<file path="src/rtl/dram_port_arbiter.sv">
`default_nettype none
// ============================================================================
// Module : dram_port_arbiter
// Shares one DRAM controller among NREQ ports; round-robin by default,
// fixed priority (lowest index wins) when DRAM_ARB_FIXED_PRIO_EN is defined.
// Rev    : 1.0
// ============================================================================
module dram_port_arbiter #(
  parameter int NREQ = 4,
  parameter int AW   = 18,
  parameter int DW   = 4
) (
  input  logic               clk,
  input  logic               rst,
  input  logic [NREQ-1:0]    req_valid,
  input  logic [NREQ-1:0]    req_write,
  input  logic [NREQ*AW-1:0] req_addr,
  input  logic [NREQ*DW-1:0] req_wdata,
  output logic [NREQ-1:0]    req_ready,
  output logic [NREQ-1:0]    rsp_valid,
  output logic [DW-1:0]      rsp_rdata,
  output logic [AW-1:0]      mem_addr,
  output logic               mem_write,
  output logic               mem_ena,
  input  logic               mem_busy,
  input  logic               mem_ack,
  input  logic [DW-1:0]      mem_rd_data,
  output logic [DW-1:0]      mem_wdata,
  output logic               mem_wdata_oe
);

  localparam int PW = (NREQ > 1) ? $clog2(NREQ) : 1;
  localparam logic [NREQ-1:0] ONE_HOT0 = {{(NREQ-1){1'b0}}, 1'b1};

  typedef enum logic [1:0] {
    S_IDLE      = 2'd0,
    S_ISSUE     = 2'd1,
    S_WAIT_DONE = 2'd2,
    S_DONE      = 2'd3
  } state_t;

  state_t        state;
  state_t        state_nxt;
  logic [PW-1:0] winner;
  logic [PW-1:0] grant;
  logic          issue;
  logic          accept;
  logic          complete;

  // The controller keeps a stale ack while idle and shows busy without ack
  // while refreshing, so only busy and ack together mean "accepted".
  assign issue    = (state == S_IDLE) && !mem_busy && (|req_valid);
  assign accept   = (state == S_ISSUE) && mem_busy && mem_ack;
  assign complete = (state == S_WAIT_DONE) && !mem_busy;

`ifdef DRAM_ARB_FIXED_PRIO_EN
  always_comb begin
    winner = '0;
    for (int i = NREQ - 1; i >= 0; i--) begin
      if (req_valid[i]) winner = PW'(i);
    end
  end
`else
  logic [PW-1:0] rr_ptr;

  // Search starts just after the last winner and wraps modulo NREQ.
  always_comb begin
    logic found;
    winner = '0;
    found  = 1'b0;
    for (int k = 1; k <= NREQ; k++) begin
      if (!found && req_valid[(int'(rr_ptr) + k) % NREQ]) begin
        winner = PW'((int'(rr_ptr) + k) % NREQ);
        found  = 1'b1;
      end
    end
  end

  always_ff @(posedge clk) begin
    if (rst) begin
      rr_ptr <= PW'(NREQ - 1);
    end else if (issue) begin
      rr_ptr <= winner;
    end
  end
`endif

  always_ff @(posedge clk) begin
    if (rst) begin
      state <= S_IDLE;
    end else begin
      state <= state_nxt;
    end
  end

  always_comb begin
    state_nxt = state;
    case (state)
      S_IDLE:      if (issue)    state_nxt = S_ISSUE;
      S_ISSUE:     if (accept)   state_nxt = S_WAIT_DONE;
      S_WAIT_DONE: if (complete) state_nxt = S_DONE;
      S_DONE:                    state_nxt = S_IDLE;
      default:                   state_nxt = S_IDLE;
    endcase
  end

  always_ff @(posedge clk) begin
    if (rst) begin
      grant        <= '0;
      req_ready    <= '0;
      rsp_valid    <= '0;
      rsp_rdata    <= '0;
      mem_addr     <= '0;
      mem_write    <= 1'b0;
      mem_ena      <= 1'b0;
      mem_wdata    <= '0;
      mem_wdata_oe <= 1'b0;
    end else begin
      req_ready <= '0;
      rsp_valid <= '0;
      if (issue) begin
        grant        <= winner;
        mem_addr     <= req_addr[int'(winner)*AW +: AW];
        mem_write    <= req_write[winner];
        mem_wdata    <= req_wdata[int'(winner)*DW +: DW];
        mem_ena      <= 1'b1;
        mem_wdata_oe <= req_write[winner];
        req_ready    <= ONE_HOT0 << winner;
      end
      if (accept) begin
        mem_ena <= 1'b0;
      end
      if (complete) begin
        if (!mem_write) rsp_rdata <= mem_rd_data;
        rsp_valid    <= ONE_HOT0 << grant;
        mem_wdata_oe <= 1'b0;
      end
    end
  end

endmodule
`default_nettype wire

</file>
<file path="config.mk">
export PLATFORM = sky130hd
export DESIGN_NAME = dram_port_arbiter
export DESIGN_NICKNAME = d
export VERILOG_FILES = /design/src/rtl/dram_port_arbiter.sv
export SDC_FILE = /design/constraint.sdc
export NUM_CORES = 1
export LEC_CHECK = 0
export ABC_AREA = 1
export BUFFER_PORTS_ARGS = -buffer_cell sky130_fd_sc_hd__buf_2
export CAP_MARGIN = 20
export CELL_PAD_IN_SITES_DETAIL_PLACEMENT = 0
export CELL_PAD_IN_SITES_GLOBAL_PLACEMENT = 1
export CORE_MARGIN = 2
export CORE_UTILIZATION = 27
export CTS_BUF_LIST = sky130_fd_sc_hd__clkbuf_8 sky130_fd_sc_hd__clkbuf_16
export DETAILED_ROUTE_END_ITERATION = 12
export GPL_ROUTABILITY_DRIVEN = 0
export HOLD_SLACK_MARGIN = 0.05
export PLACE_DENSITY = 0.87
export SLEW_MARGIN = 20
export SYNTH_ARGS = -nofsm -noshare
export SYNTH_HDL_FRONTEND = slang
export SYNTH_SLANG_ARGS = --single-unit
</file>
<file path="constraint.sdc">
create_clock -name clk -period 1.8 [get_ports clk]
set_clock_uncertainty 0.1 [all_clocks]
set_input_delay 0.27 -clock clk [delete_from_list [all_inputs] [get_ports clk]]
set_output_delay 0.27 -clock clk [all_outputs]
set_load 0.02 [all_outputs]
</file>
==> impl_results.md <==
- Share of cells above drive strength 1: 0.380
- FP Rows: 37
- Placed cells: 773
- Number of global-route vias before repair: about 3,300
- Antenna Cells: 0
- TritonCTS clock tree: yes
- Die Wd: 106 um
- RSZ-0062 raised after global routing: yes
- Largest area contributor in the netlist: dfxtp_1
- Mapped Cells: slightly below 500
- Final setup viols: 32
- Net Count, Synth: 590
- Area grow syn2layout: 54.9%
- Worst path arrival time: 2.14 ns
- Filler cells: 1,058
- Worst-path clk slew: 0.09 ns
- Worst min-delay path class: input port to register
- Port Buffer Count: 140
- Most common library cells after synthesis: nand2_1 (225), nand3_1 (74), inv_1 (58)
- Crit path kind: register to register
- Final hold viol count: 0
- Tcrit/Tclk final: 1.13
- Design area: 4380 sq um
- Die area: roughly 11,000 sq um
- Outcome: finished, violations left
- First-pass iteration count of the detailed router: 5
- Clock Latency Late Sink: 0.30 ns
- Worst VDD drop: 0.000794 V
- Setup ws final: -0.238 ns
- Bufs on Longest Clock Path: 2
- Core area: approximately 10,000 sq um
- CP Max Fanout: 36
- GRT Util Overall: 0.167
- Crit. End Element: register
- Synth Area in Simple Gates: 0.506
- Required @ worst endpoint: 1.90 ns
- Synth Area in Compound Gates: 0.0416
- Critical path buffers and inverters: 4
- Leak: 0.00255 uW
- WHS: 0.0845 ns
- Slew @ Worst Pin: 0.307 ns
- CP startpoint kind: register
- Area of the multi-input gates: about 1800 sq um
- H-Tree Depth: 2
- Top-level I/O count: 141
- Total power: 8180 uW
- Post-synth top area share: 0.305
- Post-synthesis cell area: 2820 sq um
- Sequential fraction of the synthesis area: 0.305
- Top post-synthesis cells by area: dfxtp_1 (30%), nand2_1 (30%), nand3_1 (13%), inv_1 (7.7%), buf_4 (2.1%)
- Post-DP HPWL: 7270 um
- First-pass GRT wire length: 15,300 um
- Power Density: 1870 nW/um^2
- Vias per inst: 4.42
- Post-synth top flop: dfxtp_1
- Critical-path top delay cell: dfxtp_4
- Failing checks: negative setup slack
- Chip Height: 106 um
- Most frequent cell after synthesis: nand2_1
- Routed via count: around 3,500
- Number of synthesized flops with an enable pin: 0
- Xor/xnor cell area share of the yosys netlist: 0
- Routed length per instance: 12.4 um
- Largest net degree at the start of global routing: 37
- Top cell by count, worst path: nand2_4
- MaxCap Viol Count: 0
- Number of warnings issued by yosys: 0
- Cell family with most CP delay: simple AND/OR/NAND/NOR gates
- Clk sinks: 43
- Unique masters post-synth: 31
- Sequential cell area: 868 sq um
- DRC: 0
- Count of state elements after synthesis: 43
- Proportion of synthesized area in mux cells: 0
- Root buf cell: clkbuf_8
- CTS Buf Count: 5
- Final #Nets: 758
- Mean post-synth cell area: roughly 5.8 sq um
- Slew Viols, Final: 0
- Initial antenna violation count: 0
- Synth Area in Adders: 0.0133
- Placed cell area: 3950 sq um
- Post-Route WL: between 9000 and 10,000 um
- Async set or reset register ratio after synthesis: 0
- Fmax: between 400 and 500 MHz
- Relative slew margins: 0.796
- Remaining antenna violation count: 0
- Largest family of logic cells by synthesized area: simple AND/OR/NAND/NOR gates
- Aggregate global routing overflow: 0
- Initial DRC Count: around 140
- Critical-path cell list: buf_12 -> nand2_4 -> nand2_4 -> nand2_4 -> nand2_4 -> nor2_4 -> buf_6 -> nand4_4 -> buf_12 -> nand3_1 -> nand2_1 -> nand2_2 -> nand3_2 -> nand2_1 -> inv_1
- Initial core utilization: 0.276
- Finished Layout Cells: between 700 and 800
- Period minus WS final: 2.04 ns
- Max stage delay on crit path: 0.38 ns
placed cells by master, fill, tap and decap left out, types with 2 or more instances in the layout:
cell type / n
nand3_4: 2
inv_6: 2
o21bai_1: 2
buf_2: 140
inv_2: 6
o211ai_1: 3
nand2_4: 8
nand2_1: 205
inv_1: 56
clkbuf_16: 2
buf_4: 22
ha_1: 3
nand3b_1: 3
nand3_2: 6
o21ai_0: 3
dfxtp_4: 2
buf_12: 8
nand2_2: 16
nor2_2: 3
a21oi_1: 6
inv_4: 3
buf_6: 10
dfxtp_1: 41
nor2_1: 9
clkbuf_8: 5
nand3_1: 66
nor2_4: 7
cell families after synthesis:
kind of cell,count (synthesis)
AND/OR/NAND/NOR,330
buffers and inverters,88
flip-flops,43
AO/OA/AOI/OAI,19
adder cells (fa/ha/maj),3
sequential cells by signal, summed over array words and instances, names as in the netlist, 2 cells and up:
signal     flops
mem_wdata      4
grant          2
rsp_rdata      4
state          2
rsp_valid      4
req_ready      4
mem_addr      18
rr_ptr         2
power by group:
| group | total, uW | internal (uW) | switching [uW] |
|---|---|---|---|
| clock network | 810 | 419 | 391 |
| logic | 5830 | 2460 | 3360 |
| registers | 1540 | 1320 | 222 |
final timing paths:
kind	start	endpoint	slack (ns)	cells past startpoint
worst min register to register	rsp_rdata[2]$_SDFFE_PP0P_	rsp_rdata[2]$_SDFFE_PP0P_	0.38	2
worst max-delay path	rr_ptr[0]$_SDFFE_PP1P_	mem_wdata_oe$_SDFFE_PP0P_	-0.24	15
worst max register to register	rr_ptr[0]$_SDFFE_PP1P_	mem_wdata_oe$_SDFFE_PP0P_	-0.24	15
worst min-delay path	mem_ack	mem_ena$_SDFFE_PP0P_	0.08	2
final cells by class:
type                       instances  area share
timing repair buffer             182       0.272
clock buffer                       5      0.0157
sequential                        43       0.198
tap                              136      0.0389
multi-input combinational        353       0.405
clock inverter                     3      0.0106
inverter                          66      0.0595
metal layers:
metal  track usage  vias to the layer above  share of wire
li1              -                     1815              -
met1         0.204                     1554           0.44
met2         0.300                      108           0.49
met3        0.0294                        8          0.056
met4        0.0451                        0          0.013
met5             0                        -              0
metrics by stage:
step                      worst slack, ns  utilization  setup TNS, ns
after floorplan                   0.00263            -              0
after global placement             -0.162        0.386          -3.25
after detailed placement           -0.247        0.386          -5.51
after CTS                          -0.158        0.410          -3.91
after global routing               -0.391        0.428         -10.79
final                              -0.238        0.428          -6.06
what timing repair did:
action	CTS	global route
setup endpoints to repair	31	32
pin swaps	5	12
gates resized for setup	33	28
cloned	1	3
hold buffers	0	0
setup buffers	3	0
(Power assumes the default switching activity.)
